### config.mk
export PLATFORM = sky130hd
export DESIGN_NAME = raizing_snd_mailbox
export DESIGN_NICKNAME = d
export VERILOG_FILES = /design/src/rtl/raizing_snd_mailbox.sv
export SDC_FILE = /design/constraint.sdc
export NUM_CORES = 1
export LEC_CHECK = 0
export CORE_ASPECT_RATIO = 1.4
export CORE_MARGIN = 1.5
export CORE_UTILIZATION = 43
export DETAILED_ROUTE_END_ITERATION = 12
export GPL_TIMING_DRIVEN = 0
export PLACE_DENSITY = 0.78
export SLEW_MARGIN = 20
export SYNTH_ARGS = -nofsm -noshare
export SYNTH_HDL_FRONTEND = slang
export SYNTH_SLANG_ARGS = --single-unit
### constraint.sdc
create_clock -name CLK -period 6.1 [get_ports CLK]
set_input_delay 0.61 -clock CLK [delete_from_list [all_inputs] [get_ports CLK]]
set_output_delay 0.61 -clock CLK [all_outputs]
set_load 0.05 [all_outputs]
### src/rtl/raizing_snd_mailbox.sv
// 68K <-> Z80 sound mailbox: N command latches, M reply latches, pending/overrun flags, Z80 NMI pulse.
// Optional SNDMBOX_FIFO_EN turns command channel 0 into a FIFO of FIFO_DEPTH entries.
module raizing_snd_mailbox #(
  parameter int CMD_CH     = 4,
  parameter int RPL_CH     = 2,
  parameter int DW         = 8,
  parameter int NMI_CH     = 0,
  parameter int NMI_LEN    = 8,
  parameter int FIFO_DEPTH = 16
) (
  input  logic              CLK,
  input  logic              RESET,
  input  logic              M_WR,
  input  logic [2:0]        M_WCH,
  input  logic [DW-1:0]     M_DIN,
  input  logic              M_RD,
  input  logic [2:0]        M_RCH,
  output logic [DW-1:0]     M_DOUT,
  output logic [RPL_CH-1:0] M_RPEND,
  input  logic              S_RD,
  input  logic [2:0]        S_RCH,
  output logic [DW-1:0]     S_DOUT,
  input  logic              S_WR,
  input  logic [2:0]        S_WCH,
  input  logic [DW-1:0]     S_DIN,
  output logic [CMD_CH-1:0] S_CPEND,
  output logic              NMI,
  output logic [CMD_CH-1:0] OVR
);

  localparam int CW = $clog2(NMI_LEN + 1);
`ifdef SNDMBOX_FIFO_EN
  localparam int FIRST = 1;
  localparam int AW    = $clog2(FIFO_DEPTH);
  localparam logic [AW:0] PONE = 1;
`else
  localparam int FIRST = 0;
`endif

  logic [DW-1:0]     cmd_q [CMD_CH];
  logic [DW-1:0]     cmd_d [CMD_CH];
  logic [CMD_CH-1:0] cpend_q, cpend_d, ovr_q, ovr_d;
  logic [DW-1:0]     sdout_q, sdout_d;
  logic [DW-1:0]     rpl_q [RPL_CH];
  logic [DW-1:0]     rpl_d [RPL_CH];
  logic [RPL_CH-1:0] rpend_q, rpend_d;
  logic [DW-1:0]     mdout_q, mdout_d;
  logic [CW-1:0]     cnt_q, cnt_d;
  logic [CMD_CH-1:0] cwr, crd;
  logic [RPL_CH-1:0] rwr, rrd;
  logic              nmi_wr;

`ifdef SNDMBOX_FIFO_EN
  logic [DW-1:0] fifo_mem_q [FIFO_DEPTH];
  logic [AW:0]   wptr_q, wptr_d, rptr_q, rptr_d;
  logic          f_empty, f_full, f_wr, f_rd;

  assign f_empty = (wptr_q == rptr_q);
  assign f_full  = (wptr_q[AW] != rptr_q[AW]) && (wptr_q[AW-1:0] == rptr_q[AW-1:0]);
  // A read in the same cycle frees a slot, so a write to a full FIFO still lands.
  assign f_wr    = cwr[0] && (!f_full || crd[0]);
  assign f_rd    = crd[0] && !f_empty;

  always_ff @(posedge CLK) begin
    if (f_wr) fifo_mem_q[wptr_q[AW-1:0]] <= M_DIN;
  end
`endif

  always_comb begin
    cwr = '0;
    crd = '0;
    rwr = '0;
    rrd = '0;
    for (int c = 0; c < CMD_CH; c++) begin
      cwr[c] = M_WR && (M_WCH == 3'(c));
      crd[c] = S_RD && (S_RCH == 3'(c));
    end
    for (int r = 0; r < RPL_CH; r++) begin
      rwr[r] = S_WR && (S_WCH == 3'(r));
      rrd[r] = M_RD && (M_RCH == 3'(r));
    end
    nmi_wr = (NMI_CH < CMD_CH) && M_WR && (M_WCH == 3'(NMI_CH));
  end

  always_comb begin
    cmd_d   = cmd_q;
    cpend_d = cpend_q;
    ovr_d   = ovr_q;
    sdout_d = sdout_q;
    for (int c = FIRST; c < CMD_CH; c++) begin
      if (crd[c]) sdout_d = cmd_q[c];
      if (cwr[c]) cmd_d[c] = M_DIN;
      if (cwr[c])      cpend_d[c] = 1'b1;
      else if (crd[c]) cpend_d[c] = 1'b0;
      // A read in the same cycle consumes the old value, so the overwrite is not lost data.
      if (crd[c])                     ovr_d[c] = 1'b0;
      else if (cwr[c] && cpend_q[c])  ovr_d[c] = 1'b1;
    end
`ifdef SNDMBOX_FIFO_EN
    wptr_d = f_wr ? wptr_q + PONE : wptr_q;
    rptr_d = f_rd ? rptr_q + PONE : rptr_q;
    if (crd[0]) sdout_d = f_empty ? {DW{1'b1}} : fifo_mem_q[rptr_q[AW-1:0]];
    cpend_d[0] = (wptr_d != rptr_d);
    if (wptr_d == rptr_d)                    ovr_d[0] = 1'b0;
    else if (cwr[0] && f_full && !crd[0])    ovr_d[0] = 1'b1;
`endif

    rpl_d   = rpl_q;
    rpend_d = rpend_q;
    mdout_d = mdout_q;
    for (int r = 0; r < RPL_CH; r++) begin
      if (rrd[r]) mdout_d = rpl_q[r];
      if (rwr[r]) rpl_d[r] = S_DIN;
      if (rwr[r])      rpend_d[r] = 1'b1;
      else if (rrd[r]) rpend_d[r] = 1'b0;
    end

    if (nmi_wr)            cnt_d = CW'(NMI_LEN);
    else if (cnt_q != '0)  cnt_d = cnt_q - CW'(1);
    else                   cnt_d = '0;
  end

  always_ff @(posedge CLK or posedge RESET) begin
    if (RESET) begin
      for (int c = 0; c < CMD_CH; c++) cmd_q[c] <= '0;
      for (int r = 0; r < RPL_CH; r++) rpl_q[r] <= '0;
      cpend_q <= '0;
      ovr_q   <= '0;
      sdout_q <= '0;
      rpend_q <= '0;
      mdout_q <= '0;
      cnt_q   <= '0;
`ifdef SNDMBOX_FIFO_EN
      wptr_q  <= '0;
      rptr_q  <= '0;
`endif
    end else begin
      cmd_q   <= cmd_d;
      rpl_q   <= rpl_d;
      cpend_q <= cpend_d;
      ovr_q   <= ovr_d;
      sdout_q <= sdout_d;
      rpend_q <= rpend_d;
      mdout_q <= mdout_d;
      cnt_q   <= cnt_d;
`ifdef SNDMBOX_FIFO_EN
      wptr_q  <= wptr_d;
      rptr_q  <= rptr_d;
`endif
    end
  end

  assign S_DOUT  = sdout_q;
  assign M_DOUT  = mdout_q;
  assign S_CPEND = cpend_q;
  assign M_RPEND = rpend_q;
  assign OVR     = ovr_q;
  assign NMI     = (cnt_q != '0);

endmodule

==> qor.csv <==
stage,metric,value,unit
synthesis,synth_top_area_cell,dfrtp_1,
timing,skew,6.852,ps
drt,antenna_left,0,
floorplanning,coreArea,0.007702,mm²
clock_network,clock_path_buffers,2,
floorplanning,rows,38,
drt,drc,0,
synthesis,synth_flop_cell,dfrtp_1,
global_routing,grt_pass1_vias,2200,
drt,first_pass_iters,5,
synthesis,syn_area_per_cell,15.50,µm²
clock_network,clock-sinks,78,
synthesis,syn_nets,256,
synthesis,synth_cell_types,30,
worst_setup_path,path_class,flip-flop to output pin,
worst_setup_path,max_stage_delay,710,ps
placement,io_buffers,59,
global_routing,grt_overflow,0,
floorplanning,die_w,78.27,µm
timing,worstMarginPinSlew,705.9,ps
worst_setup_path,crit_slowest_cell,clkdlybuf4s50_1,
floorplanning,die_h,108.4,µm
power_and_ir_drop,power,1.609,mW
clock_network,path_clk_slew,80,ps
synthesis,synthCells,220,
cells_and_area,insertedDiodeCount,0,
synthesis,synth_seq_cells,78,
synthesis,synth_edf_count,0,
drt,post_drt_wl_per_cell,15.68,µm
drt,routed_wl,6209,µm
worst_setup_path,cp-start-kind,flip-flop,
global_routing,antenna_found_initial,0,
global_routing,grt_max_degree,54,
cells_and_area,drive_gt1_share,35.81,%
synthesis,syn_area,0.003411,mm²
timing,setup_ws,3267,ps
floorplanning,ioPinCount,61,
clock_network,cts_resized,0,
worst_setup_path,crit_start,cnt_q[0]$_DFF_PP0_,
worst_setup_path,end_kind,output pin,
cells_and_area,syn2layout_area_growth,26.74,%
synthesis,yosysWarnings,0,
timing,hold_violations,0,
floorplanning,dieArea,0.008483,mm²
global_routing,grt.total_usage,16.54,%
timing,hold_ws,483.7,ps
placement,dp_hpwl,4528,µm
power_and_ir_drop,power.density,372.3,mW/mm²
placement,place_ws,3593,ps
worst_setup_path,cp.required,5490,ps
worst_setup_path,crit_fanout,4,
cells_and_area,fill_cells,657,
clock_network,cts_tree,built,
worst_setup_path,reg2reg_to,cnt_q[2]$_DFF_PP0_,
worst_setup_path,crit_chain,inv_1 > ha_1 > nor3b_1 > inv_1 > clkdlybuf4s50_1,
clock_network,cts_max_level,3,
worst_setup_path,r2r_start,cnt_q[0]$_DFF_PP0_,
timing,setup_tns,0,ps
timing,rsz0062_at_grt,no,
clock_network,cts_buffers,9,
power_and_ir_drop,p_leak,1.844,nW
worst_setup_path,arrival,2220,ps
synthesis,async_flop_share,100.0,%
power_and_ir_drop,vdd.ir_drop.worst,0.3148,mV
clock_network,cts_setup_buffers,0,
timing,slew_violations,0,
placement,gp_congestion,0.7121,
min_path,hp-class,flip-flop to flip-flop,
synthesis,yosys.area.top_type_share,57.23,%
synthesis,yosys-top-cells-area,"dfrtp_1, mux2_2, mux4_2",
drt,drt-initial-drc-count,155,
timing,slew_headroom,52.28,%
worst_setup_path,cp_common_cell,inv_1,
synthesis,yosysSeqAreaShare,57.23,%
timing,fin_crit_sh,46.45,%
timing,setup_viol,0,
global_routing,grt_first_pass_wirelength,10760,µm
drt,avgViaCountPerCell,5.210,
cells_and_area,nets,327,
cells_and_area,final_core_util,56.12,%
worst_setup_path,r2r_slack,4760,ps
floorplanning,start_util,44.28,%
worst_setup_path,reg2regPathDepth,4,
status,status,"finished, final reports clean",
timing,finalCriticalPeriod,2833,ps
timing,max_freq,352.9,MHz
clock_network,clockRootBuffer,clkbuf_8,
run,maxCapViolations,0,
clock_network,clk_latency,340,ps
clock_network,hold_buffers,0,
drt,vias,2063,
worst_setup_path,crit_end,NMI,
## placed cells by master, fill, tap and decap left out
cell and count:
a211o_1 1, a211oi_1 4, a21o_1 2, and4b_1 1
and4bb_1 1, and4bb_2 1, buf_16 1, buf_2 4
buf_6 1, clkbuf_1 4, clkbuf_8 9, clkdlybuf4s50_1 59
clkinv_2 3, clkinv_4 1, clkinvlp_4 2, dfrtp_1 78
ha_1 2, inv_1 11, inv_4 1, mux2_2 64
mux2_4 8, mux4_2 8, nand4b_1 1, nand4bb_1 3
nor2_1 5, nor2b_1 1, nor3_1 4, nor3b_1 1
nor3b_2 1, nor4b_1 2, nor4b_4 1, nor4bb_1 3
o21ai_0 4, o31a_1 1, or4b_1 1, or4b_2 1
xnor2_1 1
## registers in the layout (all words and copies together), names as in the netlist
name     count
M_DOUT       8
M_RPEND      2
OVR          4
S_CPEND      4
S_DOUT       8
cmd_q       32
cnt_q        4
rpl_q       16
## cell usage after synthesis, drive strengths merged (2+ instances only)
| cell type | instances |
|---|---|
| mux2 | 72 |
| buf | 5 |
| inv | 12 |
| dfrtp | 78 |
| a211oi | 4 |
| nor2 | 5 |
| ha | 2 |
| o21ai | 4 |
| or4b | 2 |
| nor4bb | 3 |
| nor4b | 3 |
| a21o | 2 |
| mux4 | 8 |
| and4bb | 2 |
| clkbuf | 3 |
| nor3b | 2 |
| nor3 | 4 |
| nand4bb | 3 |
## critical path, delay by kind of cell (launching register included)
kind / cells / cell delay [ps]
buffers and inverters: 3 / 880
AND/OR/NAND/NOR: 1 / 430
flip-flops: 1 / 410
adder cells (fa/ha/maj): 1 / 170
## how the worst min path moves through the flow
stage / start / endpoint / slack [ps] / cells past startpoint
2_1_floorplan: cnt_q[0]$_DFF_PP0_ / cnt_q[0]$_DFF_PP0_ / 460 / 1
3_3_place_gp: M_RPEND[1]$_DFFE_PP0P_ / M_RPEND[1]$_DFFE_PP0P_ / 460 / 1
3_5_place_dp: M_RPEND[1]$_DFFE_PP0P_ / M_RPEND[1]$_DFFE_PP0P_ / 470 / 1
4_1_cts: M_RPEND[1]$_DFFE_PP0P_ / M_RPEND[1]$_DFFE_PP0P_ / 480 / 1
5_1_grt: M_RPEND[0]$_DFFE_PP0P_ / M_RPEND[0]$_DFFE_PP0P_ / 510 / 1
6_report: M_RPEND[0]$_DFFE_PP0P_ / M_RPEND[0]$_DFFE_PP0P_ / 480 / 1
## report_power, final
group | total, mW | internal, mW | switching, mW
clock | 0.328 | 0.146 | 0.182
combinational | 0.560 | 0.260 | 0.300
sequential | 0.722 | 0.650 | 0.0716
## layout make-up
class | count | area [µm²] | share of cell area (%)
Buffer | 8 | 42.54 | 0.9841
Clock buffer | 10 | 127.6 | 2.952
Clock inverter | 6 | 38.79 | 0.8972
Inverter | 12 | 47.55 | 1.100
Multi-Input combinational cell | 122 | 1371 | 31.72
Sequential cell | 78 | 1952 | 45.15
Tap cell | 100 | 125.1 | 2.894
Timing Repair Buffer | 60 | 618.1 | 14.30
## kinds of logic after synthesis
group | count (synthesis) | share of synthesized area [%]
xor+xnor | 1 | 0.2568
buf+inv | 20 | 2.568
flops | 78 | 57.23
fa+ha+maj | 2 | 0.7336
simple gates | 27 | 6.860
compound gates | 12 | 2.421
mux | 80 | 29.93
## through the flow
| step | cells | instance area [µm²] |
|---|---|---|
| 3_5_place_dp | 380 | 4156 |
| 6_report | 396 | 4323 |
| 5_1_grt | 396 | 4323 |
| 4_1_cts | 396 | 4323 |
| 3_3_place_gp | 379 | 4126 |
| 2_1_floorplan | 220 | 3411 |
## metal layers
metal	GRT usage, %	vias to the layer above	wire (µm)
met4	6.505	0	112
met2	27.76	53	3102
met3	2.954	11	295
li1	-	948	-
met5	0	-	0
met1	21.26	1051	2698
No activity file was read; power rests on OpenSTA's default activity.
